===== config.mk =====
export PLATFORM = sky130hd
export DESIGN_NAME = ram_port1_rr_arbiter
export DESIGN_NICKNAME = d
export VERILOG_FILES = /design/src/rtl/ram_port1_rr_arbiter.sv
export SDC_FILE = /design/constraint.sdc
export NUM_CORES = 1
export LEC_CHECK = 0
export BUFFER_PORTS_ARGS = -buffer_cell sky130_fd_sc_hd__buf_2
export CAP_MARGIN = 20
export CORE_MARGIN = 1.5
export CORE_UTILIZATION = 50
export CTS_BUF_LIST = sky130_fd_sc_hd__clkbuf_8 sky130_fd_sc_hd__clkbuf_16
export CTS_CLUSTER_DIAMETER = 100
export CTS_CLUSTER_SIZE = 8
export DETAILED_ROUTE_END_ITERATION = 10
export GPL_TIMING_DRIVEN = 0
export PLACE_DENSITY = 0.82
export RECOVER_POWER = 50
export SLEW_MARGIN = 20
export SYNTH_ARGS = -nofsm -noshare
export SYNTH_HDL_FRONTEND = slang
export SYNTH_SLANG_ARGS = --single-unit
export TNS_END_PERCENT = 5

===== constraint.sdc =====
create_clock -name clk1 -period 8.15 [get_ports clk1]
set_clock_uncertainty 0.15 [all_clocks]
set_input_delay 1.2225 -clock clk1 [delete_from_list [all_inputs] [get_ports clk1]]
set_output_delay 1.2225 -clock clk1 [all_outputs]
set_load 0.01 [all_outputs]

===== src/rtl/ram_port1_rr_arbiter.sv =====
// Round-robin arbiter sharing RAM read port 1 among NUM_REQ requesters.
// A tag pipeline follows each read through the RAM latency and routes dout1 back to its requester.

`ifndef ADDR_WIDTH
`define ADDR_WIDTH 8
`endif
`ifndef DATA_WIDTH
`define DATA_WIDTH 8
`endif

// Per-requester return decode: raises this requester's rvalid when the retiring tag is its own.
module ram_port1_rr_lane #(
  parameter int ID = 0,
  parameter int TW = 2
) (
  input  logic          clk1,
  input  logic          rst_n,
  input  logic          ret_vld,
  input  logic [TW-1:0] ret_tag,
  output logic          rvalid
);
  always_ff @(posedge clk1 or negedge rst_n)
    if (!rst_n) rvalid <= 1'b0;
    else        rvalid <= ret_vld && (ret_tag == TW'(ID));
endmodule

module ram_port1_rr_arbiter #(
  parameter int NUM_REQ    = 4,
  parameter int ADDR_WIDTH = `ADDR_WIDTH,
  parameter int DATA_WIDTH = `DATA_WIDTH,
  parameter int RD_LAT     = 1
) (
  input  logic                          clk1,
  input  logic                          rst_n,
  input  logic                          en,
  input  logic [NUM_REQ-1:0]            req,
  input  logic [NUM_REQ*ADDR_WIDTH-1:0] req_addr,
  output logic [NUM_REQ-1:0]            gnt,
  output logic                          cs1,
  output logic [ADDR_WIDTH-1:0]         addr1,
  input  logic [DATA_WIDTH-1:0]         dout1,
  output logic [NUM_REQ-1:0]            rvalid,
  output logic [DATA_WIDTH-1:0]         rdata,
  output logic                          busy
);
  localparam int TW = $clog2(NUM_REQ);

  logic [TW-1:0]              ptr, gnt_idx, nxt_ptr;
  logic                       xfer;
  logic [RD_LAT:0]            vld_pipe;
  logic [RD_LAT:0][TW-1:0]    tag_pipe;

  // Rotating priority scan starting at ptr; grant depends only on ptr, en and req.
  always_comb begin
    int idx;
    idx     = 0;
    gnt     = '0;
    gnt_idx = '0;
    xfer    = 1'b0;
    for (int k = 0; k < NUM_REQ; k++) begin
      idx = int'(ptr) + k;
      if (idx >= NUM_REQ) idx = idx - NUM_REQ;
      if (en && !xfer && req[idx]) begin
        gnt[idx] = 1'b1;
        gnt_idx  = TW'(idx);
        xfer     = 1'b1;
      end
    end
  end

  assign nxt_ptr = (gnt_idx == TW'(NUM_REQ-1)) ? '0 : gnt_idx + 1'b1;

  always_ff @(posedge clk1 or negedge rst_n)
    if (!rst_n) begin
      cs1   <= 1'b0;
      addr1 <= '0;
      ptr   <= '0;
    end else begin
      cs1 <= xfer;
      if (xfer) begin
        addr1 <= req_addr[gnt_idx*ADDR_WIDTH +: ADDR_WIDTH];
        ptr   <= nxt_ptr;
      end
    end

  // Stage k is live during cycle T+k of a read issued in cycle T; the last stage
  // coincides with dout1 being valid, so its edge captures the data.
  always_ff @(posedge clk1 or negedge rst_n)
    if (!rst_n) begin
      vld_pipe <= '0;
      tag_pipe <= '0;
      rdata    <= '0;
    end else begin
      vld_pipe <= {vld_pipe[RD_LAT-1:0], xfer};
      tag_pipe <= {tag_pipe[RD_LAT-1:0], gnt_idx};
      if (vld_pipe[RD_LAT]) rdata <= dout1;
    end

  assign busy = |vld_pipe;

  for (genvar g = 0; g < NUM_REQ; g++) begin : g_lane
    ram_port1_rr_lane #(.ID(g), .TW(TW)) u_lane (
      .clk1    (clk1),
      .rst_n   (rst_n),
      .ret_vld (vld_pipe[RD_LAT]),
      .ret_tag (tag_pipe[RD_LAT]),
      .rvalid  (rvalid[g])
    );
  end
endmodule


Word level (Yosys, flattened, before mapping)
Index checks and enable logic that the tools add are counted.

cells by class
  shift-type cells = 1
  $lt $le $gt $ge = 12
  multipliers = 0
  equality and inequality tests = 4
  reduce and logical (&&, ||, !) cells = 20
  bitwise logic cells = 3
  mux-type cells = 37
  div/mod/pow operators = 0
  $add $sub $neg = 8

operators by type and width
  kind                   number
  $ge A32 B1 Y1 const B  4
  $lt A32 B4 Y1 const B  4
  $mux W32               4
  $shiftx A32 B6 Y8      1
  $mux W1                16
  $mux W4                4
  $logic_and A1 B1 Y1    15
  $or A4 B4 Y4           3
  $sub A3 B3 Y4 const B  3
  $mux W2                5
  $ge A3 B3 Y1 const B   3
  $bmux W1 S2            4
  $demux W1 S2           4
  $add A2 B2 Y3 const B  2
  $eq A2 B2 Y1 const B   3
  $sub A2 B3 Y4 const B  1
  $add A2 B1 Y3 const B  1
  $ge A2 B3 Y1 const B   1
  $logic_not A1 Y1       3
  $add A2 B1 Y2 const B  1
  $eq A2 B1 Y1 const B   1
  $logic_not A2 Y1       1
  $reduce_or A2 Y1       1

storage, ports and cells
  flip-flop bits (word level) = 29
  bits in read-only memories = 0
  RAM bits = 0
  output and inout bits = 26
  bits of input ports = 47
  word-level logic and storage cells = 96
  memories = 0
  latch bits = 0

Depth between registers and ports, before layout
Gate-level depths: netlist of run 1.

  depth in word-level cells = 21
  gate-level depth with buffers = 11
  gate-level depth less buffers = 9

By module
Synthesis of run 1 repeated with hierarchy kept, for this count alone.

second synthesis, totals
  cells, all modules = 159
  area total of the unflattened synthesis = 1,766.7 µm²

modules (own cells, without submodules)
  module                                    times used  cells an instance  area an instance (µm²)  seq. area each (µm²)
  ram_port1_rr_arbiter                      1           151                1,630.3                 600.6
  ram_port1_rr_lane (g_lane[1].u_lane ...)  2           2                  33.8                    25.0
  ram_port1_rr_lane (g_lane[0].u_lane)      1           2                  37.5                    25.0
  ram_port1_rr_lane (g_lane[3].u_lane)      1           2                  31.3                    25.0

Least setup slack after synthesis of run 1
Ideal clock, no wire load.

  path kind = input-to-output
  start = input req[1]
  end = output gnt[0]
  data arrival time = 2.524 ns
  data required time = 6.778 ns
  slack = 4.254 ns
  cell stages on the path = 5
  path buffers = 0
  path through = mux4_2 > nor2b_1 > and2_1 > a222oi_1 > o21ai_0

between the ends
  cells in the longest elaborated chain, start to end = 17
  elaborated cells between the ends (all ways) = 32
  classes of those cells = mux (19); bitwise (3); reduce/logical (10)

RTL lines
  element                                     line  RTL
  start, declared                             36    input logic [NUM_REQ-1:0] req,
  $bmux W1 S2                                 63    if (en && !xfer && req[idx]) begin
  $mux W1 (implied by the code) (2 in a row)  63
  $logic_and A1 B1 Y1                         63
  $mux W1                                     63
  $logic_not A1 Y1                            63
  $logic_and A1 B1 Y1 (2 in a row)            63
  $mux W1                                     63
  $logic_not A1 Y1                            63
  $logic_and A1 B1 Y1 (2 in a row)            63
  $mux W1                                     63
  $logic_not A1 Y1                            63
  $logic_and A1 B1 Y1 (2 in a row)            63
  $mux W4 (*)                                 63
  end, declared                               38    output logic [NUM_REQ-1:0] gnt,

Every way passes the cells marked *; elsewhere a longest branch is shown, timed or not. The select of a mux whose other input is x is not followed.

Worst setup path after layout of run 1
  start = input req[3]
  end = output gnt[2]

Same word-level chain as after synthesis.

==> summary.txt, run 1 <==
Core ar.: 0.00305 mm^2
Die Y-Extent: 59.9 um
Slew Viols, Final: 0
Vias in the first global route: 1330
Worst vdd ir: 0.154 mV
Number of max-cap violations: 0
Io pins: 73
Wirelength per Cell: 12.8 um
Most area-hungry cell type in the Yosys netlist: dfrtp_1
CTS buffer count: 3
Starting Density: 0.530
CP max FO: 6
Post-layout util: 0.683
Cells after DPL: 256
Total congestion overflow: 0
Critical path type: in2out
Ys flop type: dfrtp_1
P_leak: 1.13 nW
Post-DR vias/cell: 5.22
Slew headroom: 0.0705
ANT cells: 0
EDFF count, synth: 0
Pwr Density: 333 mW/mm^2
Largest net degree at the start of global routing: 29
H-tree Lvls: 1
Unrepaired setup endpoints after global routing: no
Worst hold slack: 210 ps
Hold WC Path Type: reg2reg
Ranking of synthesized cells by area: dfrtp_1 43%, mux2i_1 11%, mux2_2 7.7%, ha_1 6.2%, o221ai_1 4.3%
Crit path required time: 6780 ps
Top cells by count, synth: 28 x dfrtp_1, 18 x mux2i_1, 13 x nand2_1
Clock latency on the worst-skew pair: 270 ps
Clock root buffer master: clkbuf_8
First-pass GRT wire length: 5.48 mm
Async set-reset flop share out of synthesis: 1.00
CTS Hold Buffers Added: 0
Crit start category: input pin
Clk buf depth: 2
Fin crit share: 0.523
Cell Count, Final, Fillers Out: 260
Clk sinks: 28
Post-DRT Antenna Nets: 0
CTS tree: yes
Resized Gates After CTS: 0
Top cell type's share of synthesized area: 0.433
Post-DP HPWL: 2.66 mm
Die Area: 0.00358 mm^2
DR iter-0 viols: 58
DRC violations left: 0
Flops & latches, synth: 28
Layout area overhead: 29.0%
Final setup fails: 0
Synth Instances: 140
Netlist cell types: 31
Cell Area, Synth: 0.00162 mm^2
GR Util All Layers: 0.202
Post-layout minimum cycle time: 4260 ps
Outcome: finished clean
Nets: 272
Data arrival, critical path: 2890 ps
Top-count cell post-synth: dfrtp_1
I/O Buffers: 72
Critical Path Sink Type: output port
Register area share after synthesis: 0.433
Post-Route Setup TNS: 0 ps
Yosys warning count: 0
Place WS: 3930 ps
Initial antenna violation count: 0
Routed WL: 3.33 mm
Post-CTS Setup Inserts: 0
Routed via count: 1356
Syn Area/Cell: 11.5 um^2
Die Span X: 59.9 um
First-pass DRT Iterations: 7
Worst slew pin tran: 1390 ps
Peak Freq: 235 MHz
Layout cells sized above 1: 0.458
Final hold vios: 0
Clock Pin Slew Worst Setup and Hold Paths: 90 ps
Row count: 20
RePlAce Congestion: 0.746
Syn_nets: 195
Final worst slack: 3890 ps
-- routing by layer --
metal / routed length [um] / up-vias / GRT usage
met2: 1710 / 58 / 0.354
li1: - / 657 / -
met1: 1420 / 637 / 0.261
met4: 22 / 0 / 0.0476
met5: 0 / - / 0
met3: 181 / 4 / 0.0325
-- where the power goes --
group	internal [W]	leakage (nW)	switching, W	total (W)
clock network	0.0000432	0.0288	0.0000415	0.0000847
registers	0.000191	0.341	0.0000375	0.000229
logic	0.000186	0.761	0.000195	0.000381
-- layout make-up --
class	count	area, um^2
Sequential cell	28	701
Timing Repair Buffer	72	359
Clock buffer	4	55.1
Tap cell	44	55.1
Inverter	10	37.5
Buffer	9	81.3
Fill cell	271	967
Multi-Input combinational cell	93	797
-- layout by cell type, fill, tap and decap left out, drive strengths merged --
cell type and count:
nor2 6, nand4 1, nor2b 2, a21oi 1, buf 79, ha 8
o221ai 8, o21ai 6, nand2b 1, nor3b 1, mux2i 18, mux4 3
o32a 1, inv 10, nand3 1, a222oi 4, xnor2 1, and2 2
mux2 11, clkbuf 6, o22ai 1, or2 1, o311a 1, o211ai 1
nand2 13, dfrtp 28, and3 1
-- cell families (layout without fill, tap and decap cells) --
group / Yosys count / in the layout / share of synthesized area
multiplexers: 32 / 32 / 0.230
adder cells (fa/ha/maj): 8 / 8 / 0.0619
AND/OR/NAND/NOR: 29 / 29 / 0.0828
XOR/XNOR: 1 / 1 / 0.00542
flip-flops: 28 / 28 / 0.433
AO/OA/AOI/OAI: 23 / 23 / 0.113
buffers and inverters: 19 / 95 / 0.0735
-- registers in the layout, summed over array words and instances (netlist names) --
name,count
g_lane.u_lane.rvalid,4
addr1,8
ptr,2
vld_pipe,2
tag_pipe,4
rdata,8
-- through the flow --
step	power, W	instance area (um^2)
finish	0.000695	2090
global route	0.000747	2090
CTS	0.000699	2090
detailed placement	0.000614	2030
global placement	0.000601	2030
floorplan	0.000499	1620
-- worst paths after layout --
kind / from / slack [ps] / cells past startpoint / end
worst min register to register: tag_pipe[1]$_DFF_PN0_ / 210 / 0 / tag_pipe[3]$_DFF_PN0_
max in group asynchronous: rst_n / 5930 / 1 / rdata[7]$_DFFE_PN0P_
worst min-delay path: tag_pipe[1]$_DFF_PN0_ / 210 / 0 / tag_pipe[3]$_DFF_PN0_
worst max-delay path: req[3] / 3890 / 7 / gnt[2]
min in group asynchronous: rst_n / 1100 / 1 / g_lane[0].u_lane.rvalid$_DFF_PN0_
worst max register to register: ptr[1]$_DFFE_PN0P_ / 4940 / 9 / addr1[4]$_DFFE_PN0P_
-- critical path: stages --
cell and delay (ps):
buf_2 130, mux4_2 480, nor2b_1 180, and2_1 200
a222oi_1 350, o21ai_0 160, buf_2 170
Power figures use the tool's default switching activity.
==> inputs of run 2 (changes only) <==
--- a/config.mk
+++ b/config.mk
@@ -8,13 +8,13 @@
 export BUFFER_PORTS_ARGS = -buffer_cell sky130_fd_sc_hd__buf_2
 export CAP_MARGIN = 20
 export CORE_MARGIN = 1.5
-export CORE_UTILIZATION = 50
+export CORE_UTILIZATION = 42
 export CTS_BUF_LIST = sky130_fd_sc_hd__clkbuf_8 sky130_fd_sc_hd__clkbuf_16
 export CTS_CLUSTER_DIAMETER = 100
 export CTS_CLUSTER_SIZE = 8
 export DETAILED_ROUTE_END_ITERATION = 10
 export GPL_TIMING_DRIVEN = 0
-export PLACE_DENSITY = 0.82
+export PLACE_DENSITY = 0.74
 export RECOVER_POWER = 50
 export SLEW_MARGIN = 20
 export SYNTH_ARGS = -nofsm -noshare
==> constraint.sdc (replaced) <==
create_clock -name clk1 -period 3.9 [get_ports clk1]
set_clock_uncertainty 0.15 [all_clocks]
set_input_delay 0.585 -clock clk1 [delete_from_list [all_inputs] [get_ports clk1]]
set_output_delay 0.585 -clock clk1 [all_outputs]
set_load 0.01 [all_outputs]
==> summary.txt, run 2 (same netlist as run 1, synthesis figures left out) <==
Routed via count: 1363 (+0.52%)
Clk buf depth: 2 (unchanged)
Slew headroom: 0.0614 (-0.00912)
Critical path type: reg2out
R2r endpoint: addr1[5]$_DFFE_PN0P_
Top flop regs: addr1 x8, rdata x8
Flop-to-flop setup slack: 720 ps (-4220 ps)
Starting Density: 0.438 (-0.0912)
Clock Pin Slew Worst Setup and Hold Paths: 90 ps (about the same)
Layout area overhead: 29.3%
RR Startpoint: ptr[1]$_DFFE_PN0P_
Final setup fails: 0 (unchanged)
Post-layout util: 0.567 (-0.116)
Reg power frac: 0.328 (about the same)
H-tree Lvls: 1 (unchanged)
Post-CTS Setup Inserts: 0 (unchanged)
Crit start category: flip-flop
P_leak: 1.13 nW (unchanged)
Clk sinks: 28 (unchanged)
DR iter-0 viols: 59 (+1.7%)
Routed WL: 3.38 mm (+1.6%)
Post-Route Setup TNS: 0 ps (unchanged)
Cell Count, Final, Fillers Out: 264 (+1.5%)
Crit path required time: 3160 ps (-3620 ps)
Peak Freq: 281 MHz
Reg2Reg Depth: 9 (unchanged)
Clock network power share: 0.122 (about the same)
First-pass GRT wire length: 5.55 mm (+1.4%)
Clock latency on the worst-skew pair: 270 ps (about the same)
Io pins: 73 (unchanged)
Switch share: 0.392 (-0.00276)
Largest net degree at the start of global routing: 29 (unchanged)
Core ar.: 0.00369 mm^2 (+21%)
Wirelength per Cell: 12.8 um (about the same)
Unrepaired setup endpoints after global routing: no
RePlAce Congestion: 0.718 (-3.8%)
ANT cells: 0 (unchanged)
Cells after DPL: 260 (+1.6%)
Resized Gates After CTS: 0 (unchanged)
First-pass DRT Iterations: 5 (-2)
CTS Hold Buffers Added: 0 (unchanged)
Most frequent cells in the layout: 72 x buf_2, 28 x dfrtp_1, 18 x mux2i_1, 13 x nand2_1, 11 x mux2_2
CTS buffer count: 3 (unchanged)
DRC violations left: 0 (unchanged)
Fin crit share: 0.911
Leading cell type in the layout, fill and taps excluded: buf_2
Worst vdd ir: 0.346 mV (+130%)
Clock root buffer master: clkbuf_8
Slew Viols, Final: 0 (unchanged)
Vias in the first global route: 1342 (+0.90%)
Die Area: 0.00423 mm^2 (+18%)
Layout cells sized above 1: 0.458 (unchanged)
Hold WC Path Type: reg2reg
CTS tree: yes
Outcome: finished clean
Net Switching: 0.000566 W (+110%)
Data arrival, critical path: 2820 ps (-70 ps)
Die Y-Extent: 65.0 um (+8.7%)
Initial antenna violation count: 0 (unchanged)
Post-layout minimum cycle time: 3550 ps
Final hold vios: 0 (unchanged)
I/O Buffers: 72 (unchanged)
Min-delay src: tag_pipe[1]$_DFF_PN0_
WHS Endpoint: tag_pipe[3]$_DFF_PN0_
Total congestion overflow: 0 (unchanged)
Int Power: 0.000878 W (+110%)
Post-DR vias/cell: 5.16 (-1.0%)
GR Util All Layers: 0.166 (-0.0359)
Pwr Density: 690 mW/mm^2 (+110%)
CP max FO: 8 (+2)
Row count: 22 (+10%)
Critical Path Sink Type: output port
Comb pwr share: 0.550 (about the same)
Number of max-cap violations: 0 (unchanged)
Hold path cells: 0 (unchanged)
Post-DP HPWL: 2.61 mm (-2.0%)
Worst slew pin tran: 1410 ps (+13.7 ps)
Post-DRT Antenna Nets: 0 (unchanged)
Die Span X: 65.0 um (+8.7%)
Nets: 272 (unchanged)
==> run 2: cell counts in the layout (fill, tap and decap cells not counted) <==
No cell type changed its count.
==> run 2: layout make-up <==
class	count	area, um^2
Tap cell	48	60.1
Multi-Input combinational cell	93	797
Fill cell	337	1600
Inverter	10	37.5
Clock buffer	4	55.1
Sequential cell	28	701
Buffer	9	81.3
Timing Repair Buffer	72	359
==> run 2: critical path, stage by stage (launching register included) <==
cell	delay (ps)
dfrtp_1	530
inv_1	200
ha_1	390
mux4_2	560
nor2b_1	220
and2_1	240
a222oi_1	120
o21ai_0	120
buf_2	170
==> run 2: metal layers <==
metal,track usage,share of wire,vias up
met4,0.0391,0.0050,0
met1,0.202,0.43,649
li1,-,-,656
met5,0,0,-
met2,0.305,0.51,56
met3,0.0278,0.055,2
==> run 2: stage by stage <==
step,worst slack [ps],total power [W],hold slack (ps),area [um^2]
6_report,346,0.00144,206,2090
5_1_grt,132,0.00156,206,2090
4_1_cts,367,0.00145,173,2090
3_5_place_dp,675,0.00127,187,2040
3_3_place_gp,738,0.00126,183,2040
2_1_floorplan,1030,0.00104,139,1620
==> run 2: power groups by stage <==
stage / sequential (W) / combinational (W) / clock, W
finish: 0.000473 / 0.000794 / 0.000176
global route: 0.000488 / 0.000882 / 0.000195
CTS: 0.000475 / 0.000798 / 0.000180
detailed placement: 0.000477 / 0.000798 / 0
global placement: 0.000479 / 0.000777 / 0
floorplan: 0.000501 / 0.000541 / 0
==> run 2: how the worst max path moves through the flow <==
stage	end	cells past startpoint	start
2_1_floorplan	gnt[0]	7	ptr[0]$_DFFE_PN0P_
3_3_place_gp	gnt[3]	8	ptr[1]$_DFFE_PN0P_
3_5_place_dp	gnt[3]	8	ptr[1]$_DFFE_PN0P_
4_1_cts	gnt[3]	8	ptr[1]$_DFFE_PN0P_
5_1_grt	gnt[1]	8	ptr[1]$_DFFE_PN0P_
6_report	gnt[3]	8	ptr[1]$_DFFE_PN0P_
